## config.mk

```make
export PLATFORM = sky130hd
export DESIGN_NAME = div_unit
export DESIGN_NICKNAME = d
export VERILOG_FILES = /design/src/rtl/div_unit.sv
export SDC_FILE = /design/constraint.sdc
export NUM_CORES = 1
export LEC_CHECK = 0
export ABC_AREA = 1
export CELL_PAD_IN_SITES_DETAIL_PLACEMENT = 1
export CELL_PAD_IN_SITES_GLOBAL_PLACEMENT = 1
export CORE_ASPECT_RATIO = 0.6
export CORE_UTILIZATION = 35
export DETAILED_ROUTE_END_ITERATION = 6
export PLACE_DENSITY = 0.77
export SLEW_MARGIN = 15
export SYNTH_ARGS = -nofsm -noshare
export SYNTH_HDL_FRONTEND = slang
export SYNTH_SLANG_ARGS = --single-unit
export TNS_END_PERCENT = 5
```

## constraint.sdc

```tcl
create_clock -name clk_i -period 12.5 [get_ports clk_i]
set_input_delay 3.125 -clock clk_i [delete_from_list [all_inputs] [get_ports clk_i]]
set_output_delay 3.125 -clock clk_i [all_outputs]
set_load 0.01 [all_outputs]
```

## src/rtl/div_unit.sv

```systemverilog
// Iterative radix-2 restoring divider for RV32M DIV/DIVU/REM/REMU.
// One quotient bit per cycle; divide-by-zero and signed overflow bypass the iteration.
module div_unit #(
   parameter int DATA_W = 32
) (
   input  logic              clk_i,
   input  logic              rst_i,
   input  logic              valid_i,
   output logic              ready_o,
   input  logic [4:0]        op_i,
   input  logic [DATA_W-1:0] a_i,
   input  logic [DATA_W-1:0] b_i,
   input  logic [4:0]        rd_i,
   input  logic              flush_i,
   output logic              valid_o,
   input  logic              ready_i,
   output logic [DATA_W-1:0] result_o,
   output logic [4:0]        rd_o,
   output logic              busy_o
);

   localparam int CNT_W = $clog2(DATA_W);

   typedef enum logic [1:0] {IDLE, CALC, DONE} state_t;

   state_t              state, state_nxt;
   logic [CNT_W-1:0]    cnt;
   logic [DATA_W-1:0]   quo, rem, divisor;
   logic                neg_q, neg_r, sel_rem;

   logic                accept, is_div_op, is_signed, a_neg, b_neg;
   logic                div_zero, overflow, special;
   logic [DATA_W-1:0]   a_abs, b_abs;
   logic [DATA_W:0]     shifted, trial;
   logic [DATA_W-1:0]   quo_nxt, rem_nxt;

   // Flush blocks acceptance so a killed cycle never loads new operands.
   assign accept    = valid_i && ready_o && !flush_i;
   assign is_div_op = (op_i[4:2] == 3'b101);
   assign is_signed = ~op_i[0];
   assign a_neg     = is_signed & a_i[DATA_W-1];
   assign b_neg     = is_signed & b_i[DATA_W-1];
   assign a_abs     = a_neg ? -a_i : a_i;
   assign b_abs     = b_neg ? -b_i : b_i;
   assign div_zero  = (b_i == '0);
   assign overflow  = is_signed && (a_i == {1'b1, {(DATA_W-1){1'b0}}}) && (b_i == '1);
   assign special   = div_zero || overflow;

   // Full-width partial remainder keeps divisors with the MSB set exact.
   assign shifted = {rem, quo[DATA_W-1]};
   assign trial   = shifted - {1'b0, divisor};
   assign rem_nxt = trial[DATA_W] ? shifted[DATA_W-1:0] : trial[DATA_W-1:0];
   assign quo_nxt = {quo[DATA_W-2:0], ~trial[DATA_W]};

   always_ff @(posedge clk_i or posedge rst_i) begin
      if (rst_i) state <= IDLE;
      else       state <= state_nxt;
   end

   always_comb begin
      // NOTE: default assigned first so every path drives state_nxt and no latch is inferred.
      state_nxt = state;
      case (state)
         IDLE: if (accept && is_div_op) state_nxt = special ? DONE : CALC;
         CALC: if (cnt == '0)           state_nxt = DONE;
         DONE: if (ready_i)             state_nxt = IDLE;
         default:                       state_nxt = IDLE;
      endcase
      if (flush_i) state_nxt = IDLE;
   end

   always_ff @(posedge clk_i or posedge rst_i) begin
      if (rst_i) begin
         cnt      <= '0;
         quo      <= '0;
         rem      <= '0;
         divisor  <= '0;
         neg_q    <= 1'b0;
         neg_r    <= 1'b0;
         sel_rem  <= 1'b0;
         result_o <= '0;
         rd_o     <= '0;
      end else if (state == IDLE && accept && is_div_op) begin
         quo     <= a_abs;
         divisor <= b_abs;
         rem     <= '0;
         cnt     <= CNT_W'(DATA_W - 1);
         neg_q   <= a_neg ^ b_neg;
         neg_r   <= a_neg;
         sel_rem <= op_i[1];
         rd_o    <= rd_i;
         // Overflow quotient equals the dividend (most negative value).
         if (div_zero)      result_o <= op_i[1] ? a_i : '1;
         else if (overflow) result_o <= op_i[1] ? '0  : a_i;
      end else if (state == CALC && !flush_i) begin
         quo <= quo_nxt;
         rem <= rem_nxt;
         cnt <= cnt - 1'b1;
         if (cnt == '0)
            result_o <= sel_rem ? (neg_r ? -rem_nxt : rem_nxt)
                                : (neg_q ? -quo_nxt : quo_nxt);
      end
   end

   assign ready_o = (state == IDLE);
   assign valid_o = (state == DONE);
   assign busy_o  = (state != IDLE);

endmodule
```

==> results of run 1 <==
## report_power, final
part	total, mW	internal [mW]	switching (mW)
combinational	3.26	0.995	2.26
sequential	0.779	0.628	0.151
clock	0.544	0.298	0.246
## area by class of cell
cell class	count	area share
multi-input combinational	1674	0.534
clock buffer	18	0.0274
inverter	323	0.0777
antenna	2	0.000319
tap	513	0.0410
sequential	143	0.228
timing repair buffer	130	0.0811
clock inverter	13	0.00998
## cells in the final DEF, fill, tap and decap left out, types with 14 or more instances in the layout
| cell type | instances |
|---|---|
| nand2_1 | 682 |
| inv_1 | 314 |
| nor2_1 | 202 |
| nand3_1 | 193 |
| dfrtp_1 | 143 |
| o21ai_0 | 131 |
| clkdlybuf4s50_1 | 118 |
| a21oi_1 | 111 |
| ha_1 | 39 |
| nand2_2 | 38 |
| xor2_1 | 32 |
| o221ai_1 | 31 |
| o22ai_1 | 29 |
| nor3_1 | 28 |
| nand4_1 | 24 |
| clkbuf_16 | 17 |
| nor2_2 | 14 |
## sequential cells by signal, summed over array words and instances, names as in the netlist
| register | cells |
|---|---|
| divisor | 32 |
| quo | 32 |
| rem | 32 |
| result_o | 32 |
| cnt | 5 |
| rd_o | 5 |
| state | 2 |
| neg_q | 1 |
| neg_r | 1 |
| sel_rem | 1 |
## worst min-delay path by stage
stage	to	startpoint	slack, ps
after floorplan	cnt[4]	cnt[4]	450
after global placement	rd_o[2]	rd_o[2]	470
after detailed placement	divisor[13]	divisor[13]	470
after CTS	divisor[13]	divisor[13]	490
after global routing	divisor[6]	divisor[6]	520
final	divisor[13]	divisor[13]	480
## worst reg2reg max path, stage by stage, from the launching register on
cell and delay (ps):
dfrtp_1 380, inv_1 340, ha_1 390, nand2_1 160, nor2_1 100, nand2_1 160
inv_1 100, a21oi_4 300, nand3_4 260, nand2_8 340, ha_1 280, nand3_1 140
nor3_1 350, nand3_1 200, nor3_2 300, nand4_1 210, nor3_1 480, nand3_1 230
o21ai_0 290, or2_2 160, nand3_1 70, nand2_1 130, nand2_1 70, a21oi_2 150
## routing by layer
layer / GRT usage / vias up
met5: 0 / -
met4: 0.0485 / 0
met3: 0.0846 / 43
met2: 0.402 / 462
met1: 0.431 / 7598
li1: - / 7285
## cells by family after synthesis
family,count (synthesis)
adders and majority gates,41
DFF,143
AOI/OAI and AO/OA,347
buffers and inverters,405
xor gates and xnor gates,43
and+or+nand+nor,1243
## through the flow
stage	std cells	hold slack (ps)	area, sq um	setup slack, ps	utilization
4_1_cts	2814	491	15700	5600	0.413
5_1_grt	2814	520	15700	5170	0.413
2_1_floorplan	2222	449	13600	5540	-
3_5_place_dp	2783	473	15100	5130	0.398
6_report	2816	485	15700	5560	0.413
3_3_place_gp	2783	465	15100	5240	0.398
==> flow_summary.json, run 1 <==
{
  "grt_pass1_wl_microns": 87700,
  "drive_above_1_share": 0.0617,
  "synth_edf_count": 0,
  "status": "finished clean",
  "r2r-end": "result_o[26]",
  "htreeDepth": 4,
  "port_buffers": 118,
  "slowest_delay_ps": 690,
  "synth-simple-area-share": 0.402,
  "fillers": 5104,
  "wl_met2_microns": 22600,
  "cp.buffers_inverters": 6,
  "cts_resized": 0,
  "dieHeight_microns": 154,
  "synth_mux_area_frac": 0,
  "yosysTopAreaCell": "dfrtp_1",
  "seq_area_frac_synth": 0.264,
  "critPathKind": "input pin to register",
  "p_leak_nw": 7.89,
  "dp_hpwl_microns": 44900,
  "worstMarginPinSlew_ps": 1260,
  "drt_iter0_markers": 1346,
  "synth_nets": 2341,
  "fin_crit_sh": 0.555,
  "peakVddDrop_mv": 0.172,
  "hold_viol": 0,
  "yosysWarnings": 0,
  "vias_per_cell": 5.46,
  "arrival_ps": 7290,
  "setup-tns-final_ps": 0,
  "r2r_start": "divisor[27]",
  "grt_antenna_before_repair": 5,
  "synth_compound_gate_area_share": 0.148,
  "path_cells": "clkdlybuf4s50_1 > inv_1 > ha_1 > nor3b_2 > nand3_1 > nor3_2 > nand4_1 > nor2_1 > nand3_1 > nor2_1 > nand3_1 > buf_4 > inv_1 > nor2_1 > nand3_1 > nand2_2 > inv_2 > o2111ai_1 > o21ai_0 > inv_1",
  "fin_nets": 2408,
  "cts_root_buf": "clkbuf_16",
  "synth-adder-area-share": 0.0382,
  "r2r_cells": 23,
  "synth_ff_type": "dfrtp_1",
  "post_drt_wl_per_cell_microns": 20.1,
  "ios": 119,
  "finalCriticalPeriod_ps": 6940,
  "synth_top_family_by_area": "simple AND/OR/NAND/NOR gates",
  "ys_ff_latch": 143,
  "vias": 15388,
  "synth.area.top_cells": "dfrtp_1 26%, nand2_1 19%, inv_1 8.7%, nand3_1 7.1%, nor2_1 5.6%",
  "drtAntennaViolNets": 0,
  "yosysTopAreaCellShare": 0.264,
  "regArea_sq_um": 3580,
  "num_rows": 55,
  "grt.overflow.total": 0,
  "worst_setup_path_end_kind": "register",
  "worstPathMaxFanout": 36,
  "cp_num_cells": 20,
  "grt.total_usage": 0.287,
  "core_area_sq_um": 37900,
  "regToRegSetupSlack_ps": 6860,
  "setup_viol": 0,
  "syn_area_sq_um": 13600,
  "rsz0062_at_grt": "false",
  "dr.pass1.iters": 5,
  "synthArstFlopShare": 1.00,
  "postCtsHoldBufs": 0,
  "maxUsedRoutingLayer": "met4",
  "synth_commonest_cells": "683 x nand2_1, 315 x inv_1, 203 x nor2_1",
  "crit_top_cell": "nand3_1",
  "min_path_type": "register to register",
  "clkSinkCount": 143,
  "power_mw": 4.58,
  "clk_pin_slew_worst_paths_ps": 70,
  "numCtsBuffers": 17,
  "gp_congestion": 0.943,
  "crit_start": "b_i[1]",
  "critPathTopFamily": "simple AND/OR/NAND/NOR gates",
  "finalClockSkew_ps": 15.4,
  "finalMaxSlewViolations": 0,
  "die-width_microns": 256,
  "die_area_sq_um": 39500,
  "start_kind": "input pin",
  "cp_slowest_cell": "inv_2",
  "syn_to_final_growth_pct": 15.6,
  "powerDensity_nw_per_um2": 292,
  "wl_met1_microns": 28500,
  "hold-path-cell-count": 2,
  "insertion_delay_ps": 460,
  "drv_cap": 0,
  "required_ps": 12850,
  "dr_wl_met3_microns": 5060,
  "max_freq_mhz": 144,
  "slew_headroom": 0.156,
  "avgSynthCellArea_sq_um": 6.10,
  "yosysMostFrequentCell": "nand2_1",
  "synthCells": 2222,
  "ys_types": 53,
  "post_synth_xor_area_fraction": 0.0278,
  "drcViolationCount": 0,
  "cts_buffer_depth": 2,
  "cts_setup_buffers": 0,
  "multi_input_area_sq_um": 8370,
  "start_util": 0.357,
  "cts_tree": "built",
  "cp-endpoint": "result_o[0]",
  "drt-total-wl_microns": 56700,
  "grt_pass1_vias": 15295,
  "grt_start_max_net_pins": 94
}
(Power assumes the default switching activity.)
==> inputs of run 2 (changes only) <==
Settings changed: PLACE_DENSITY 0.77 to 0.8.
Clock period 12.5 ns to 6.3 ns, I/O delays scaled along.
==> flow_summary.json, run 2 (synthesis gave the netlist of run 1 again) <==
{
  "min_path_type": "register to register",
  "start_util": 0.357,
  "drt_iter0_markers": 1659,
  "drtAntennaViolNets": 0,
  "arrival_ps": 5600,
  "drcViolationCount": 0,
  "slowest_delay_ps": 490,
  "fin_crit_sh": 0.829,
  "worstPathMaxFanout": 41,
  "dpl.cell_count": 2785,
  "ios": 119,
  "critPathKind": "register to register",
  "setup-tns-final_ps": 0,
  "vias_per_cell": 5.51,
  "grt_pass1_vias": 15028,
  "peakVddDrop_mv": 0.277,
  "powerDensity_nw_per_um2": 578,
  "grt_start_max_net_pins": 82,
  "insertion_delay_ps": 460,
  "power_mw": 9.07,
  "dr.pass1.iters": 5,
  "dp_hpwl_microns": 45400,
  "final_common_cell": "nand2_1",
  "hold_viol": 0,
  "die-width_microns": 256,
  "grt_pass1_wl_microns": 88300,
  "grt_antenna_before_repair": 3,
  "dieHeight_microns": 154,
  "num_rows": 55,
  "fin_nets": 2410,
  "finalClockSkew_ps": 11.3,
  "cp_slowest_cell": "nor3_1",
  "cts_setup_buffers": 0,
  "cts_tree": "built",
  "clk_pin_slew_worst_paths_ps": 70,
  "setup_viol": 0,
  "worst_setup_path_end_kind": "register",
  "cp.buffers_inverters": 1,
  "slew_headroom": 0.210,
  "grt.overflow.total": 0,
  "gp_congestion": 0.944,
  "cts_root_buf": "clkbuf_16",
  "max_freq_mhz": 191,
  "port_buffers": 118,
  "maxUsedRoutingLayer": "met4",
  "required_ps": 6680,
  "finalMaxSlewViolations": 0,
  "antenna_cells": 0,
  "postCtsHoldBufs": 0,
  "critPathTopFamily": "simple AND/OR/NAND/NOR gates",
  "start_kind": "register",
  "htreeDepth": 4,
  "die_area_sq_um": 39500,
  "drive_above_1_share": 0.0638,
  "worstMarginPinSlew_ps": 1180,
  "finalCriticalPeriod_ps": 5220,
  "dr_wl_met3_microns": 5150,
  "p_leak_nw": 7.91,
  "grt.total_usage": 0.289,
  "numCtsBuffers": 17,
  "wl_met2_microns": 22400,
  "syn_to_final_growth_pct": 15.8,
  "post_drt_wl_per_cell_microns": 20.2,
  "fillers": 5090,
  "vias": 15530,
  "status": "finished clean",
  "clkSinkCount": 143,
  "cts_resized": 0,
  "wl_met1_microns": 28800,
  "drv_cap": 0,
  "stdcell_count": 2817,
  "drt-total-wl_microns": 56900,
  "crit_top_cell": "nand2_1",
  "mostFrequentLayoutCells": "682 x nand2_1, 314 x inv_1, 202 x nor2_1",
  "rsz0062_at_grt": "false",
  "regToRegSetupSlack_ps": 1080,
  "core_area_sq_um": 37900,
  "cts_buffer_depth": 2
}
-- run 2: stage by stage --
step / setup WS (ps) / utilization / hold WS (ps) / cell area (sq um)
floorplan: 887 / - / 449 / 13600
global placement: 1240 / 0.398 / 463 / 15100
detailed placement: 1080 / 0.398 / 468 / 15100
CTS: 1230 / 0.414 / 487 / 15700
global route: 517 / 0.414 / 503 / 15700
finish: 1080 / 0.414 / 488 / 15700
-- run 2: power by group --
part	internal, mW	switching (mW)	total (mW)
clock	0.609	0.493	1.10
combinational	1.97	4.44	6.42
sequential	1.25	0.305	1.55
total	3.83	5.24	9.07
-- run 2: area by class of cell --
cell class              count  area, sq um  area share
flip-flops and latches    143         3580       0.228
well taps                 513          642      0.0409
inverters                 323         1220      0.0776
repair buffers            132         1280      0.0816
multi-input cells        1674         8370       0.533
clock inverters            14          168      0.0107
clock buffers              18          439      0.0280
-- run 2: worst register-to-register path, stage by stage (launching register included) --
cell     delay [ps]
dfrtp_1         350
inv_1           120
ha_1            400
nand2_1         110
nor2_1          280
nand2_1         190
nor2_2          240
nand2_4         120
nand2_4         100
nand2_4         130
nand2_8         270
ha_1            270
nand3_1         110
nor3_1          280
nand3_1         180
nor3_2          280
nand4_1         180
nor3_1          490
nand3_1         190
nand2_1         160
o21ai_1         110
a21oi_1         160
o21ai_0         120
nand2_1         100
nand2_1          60
a21oi_1         150
-- run 2: layer usage --
layer,up-vias,track usage
met5,-,0
met4,0,0.0448
met3,31,0.0557
met2,553,0.398
met1,7635,0.459
li1,7311,-
-- run 2: final timing paths --
path | endpoint | cells past startpoint | from
min in group asynchronous | state[1] | 2 | rst_i
max in group asynchronous | rem[29] | 3 | rst_i
worst min register to register | divisor[11] | 2 | divisor[11]
worst max-delay path | result_o[28] | 25 | divisor[18]
worst min-delay path | divisor[11] | 2 | divisor[11]
worst max register to register | result_o[28] | 25 | divisor[18]
==> inputs of run 3 (changes only) <==
Clock period 6.3 ns to 4.6 ns, I/O delays scaled along.
==> flow_summary.json, run 3 (synthesis gave the netlist of run 1 again) <==
{
  "slowest_delay_ps": 420,
  "required_ps": 4980,
  "grt.total_usage": 0.287,
  "powerDensity_nw_per_um2": 790,
  "htreeDepth": 4,
  "vias": 15638,
  "r2r_start": "quo[31]",
  "postCtsHoldBufs": 0,
  "setup_viol": 0,
  "drv_cap": 0,
  "grt.overflow.total": 0,
  "mostFrequentLayoutCells": "682 x nand2_1, 311 x inv_1, 202 x nor2_1",
  "slew_headroom": 0.315,
  "start_util": 0.357,
  "post_drt_wl_per_cell_microns": 20.0,
  "die_area_sq_um": 39500,
  "worstHoldStart": "rd_o[3]",
  "grt_pass1_wl_microns": 88700,
  "max_freq_mhz": 229,
  "cts_root_buf": "clkbuf_16",
  "grt_pass1_vias": 15548,
  "gp_congestion": 0.970,
  "insertion_delay_ps": 460,
  "drt_iter0_markers": 1432,
  "setup-tns-final_ps": 0,
  "p_clk_frac": 0.110,
  "dp_hpwl_microns": 45300,
  "numCtsBuffers": 17,
  "crit_top_cell": "nand2_1",
  "port_buffers": 118,
  "r2r_cells": 28,
  "cp_slowest_cell": "buf_4",
  "grt_start_max_net_pins": 130,
  "p_comb_frac": 0.722,
  "syn_to_final_growth_pct": 17.5,
  "clkSinkCount": 143,
  "stdcell_count": 2842,
  "cp-endpoint": "result_o[30]",
  "min_path_type": "register to register",
  "worstMarginPinSlew_ps": 1030,
  "die-width_microns": 256,
  "start_kind": "register",
  "dieHeight_microns": 154,
  "worst_setup_path_end_kind": "register",
  "clk_pin_slew_worst_paths_ps": 70,
  "p_leak_nw": 8.01,
  "finalMaxSlewViolations": 0,
  "status": "finished clean",
  "p_sw_frac": 0.584,
  "num_rows": 55,
  "cts_buffer_depth": 2,
  "hold_slack_ps": 491,
  "arrival_ps": 4750,
  "worstPathMaxFanout": 40,
  "critPathKind": "register to register",
  "power.switching_mw": 7.35,
  "drtAntennaViolNets": 0,
  "grt_antenna_before_repair": 6,
  "drive_above_1_share": 0.0773,
  "ios": 119,
  "core_area_sq_um": 37900,
  "vias_per_cell": 5.50,
  "fin_nets": 2434,
  "drt-total-wl_microns": 56800,
  "pwr-share-seq": 0.168,
  "drcViolationCount": 0,
  "final_common_cell": "nand2_1",
  "fin_crit_sh": 0.949,
  "p_int_mw": 5.23,
  "hold_viol": 0,
  "crit_start": "quo[31]",
  "finalCriticalPeriod_ps": 4370,
  "power_mw": 12.6,
  "cts_tree": "built",
  "r2r-end": "result_o[30]",
  "dpl.cell_count": 2808,
  "dr.pass1.iters": 5,
  "finalClockSkew_ps": 17.1,
  "peakVddDrop_mv": 0.413,
  "regToRegSetupSlack_ps": 230
}
-- run 3: cell count changes in the layout (fill, tap and decap cells not counted), sizes merged --
cell,delta
bufinv,-2
clkinv,+2
diode,+1
buf,+23
inv,-1
clkinvlp,+1
clkdlybuf4s50,+1
-- run 3: worst max-delay path, delay by kind of cell, from the launching register on --
kind	cells	cell delay, ps
adder cells (fa/ha/maj)	3	830
flip-flops	1	350
buffers and inverters	3	620
AO/OA/AOI/OAI	1	150
AND/OR/NAND/NOR	21	2290
-- run 3: how the worst min path moves through the flow --
| stage | end | slack [ps] | depth (start not counted) |
|---|---|---|---|
| floorplan | cnt[4] | 450 | 1 |
| global placement | rd_o[3] | 470 | 2 |
| detailed placement | rd_o[3] | 470 | 2 |
| CTS | result_o[12] | 490 | 2 |
| global route | divisor[6] | 520 | 2 |
| finish | rd_o[3] | 490 | 2 |
-- run 3: through the flow --
stage	area [sq um]	setup WS [ps]	utilization
after floorplan	13600	615	-
after global placement	15300	310	0.404
after detailed placement	15300	87.0	0.404
after CTS	15900	55.0	0.418
after global routing	15900	-9.12	0.420
final	15900	233	0.420
-- run 3: cell type report --
type / instances / area (sq um)
inverters: 323 / 1220
well taps: 513 / 642
diodes: 1 / 2.50
multi-input cells: 1674 / 8420
fillers: 5086 / 22000
repair buffers: 156 / 1520
clock inverters: 14 / 124
clock buffers: 18 / 429
flip-flops and latches: 143 / 3580
-- run 3: power groups by stage --
stage / clock network, mW / registers (mW) / logic [mW]
global placement: 0 / 2.09 / 8.41
global route: 1.44 / 2.17 / 9.93
floorplan: 0 / 2.05 / 6.07
detailed placement: 0 / 2.12 / 8.75
CTS: 1.40 / 2.10 / 8.82
finish: 1.38 / 2.12 / 9.08
-- run 3: per-layer routing --
layer | global-route usage | vias up | part of all wire
met2 | 0.402 | 522 | 0.40
met1 | 0.436 | 7723 | 0.49
met3 | 0.0783 | 48 | 0.098
met4 | 0.0488 | 0 | 0.010
met5 | 0 | - | 0
li1 | - | 7345 | -
-- run 3: repair_timing --
action	in CTS	in global routing
gates resized for setup	0	16
setup buffers	0	1
endpoints found under the setup margin	0	10
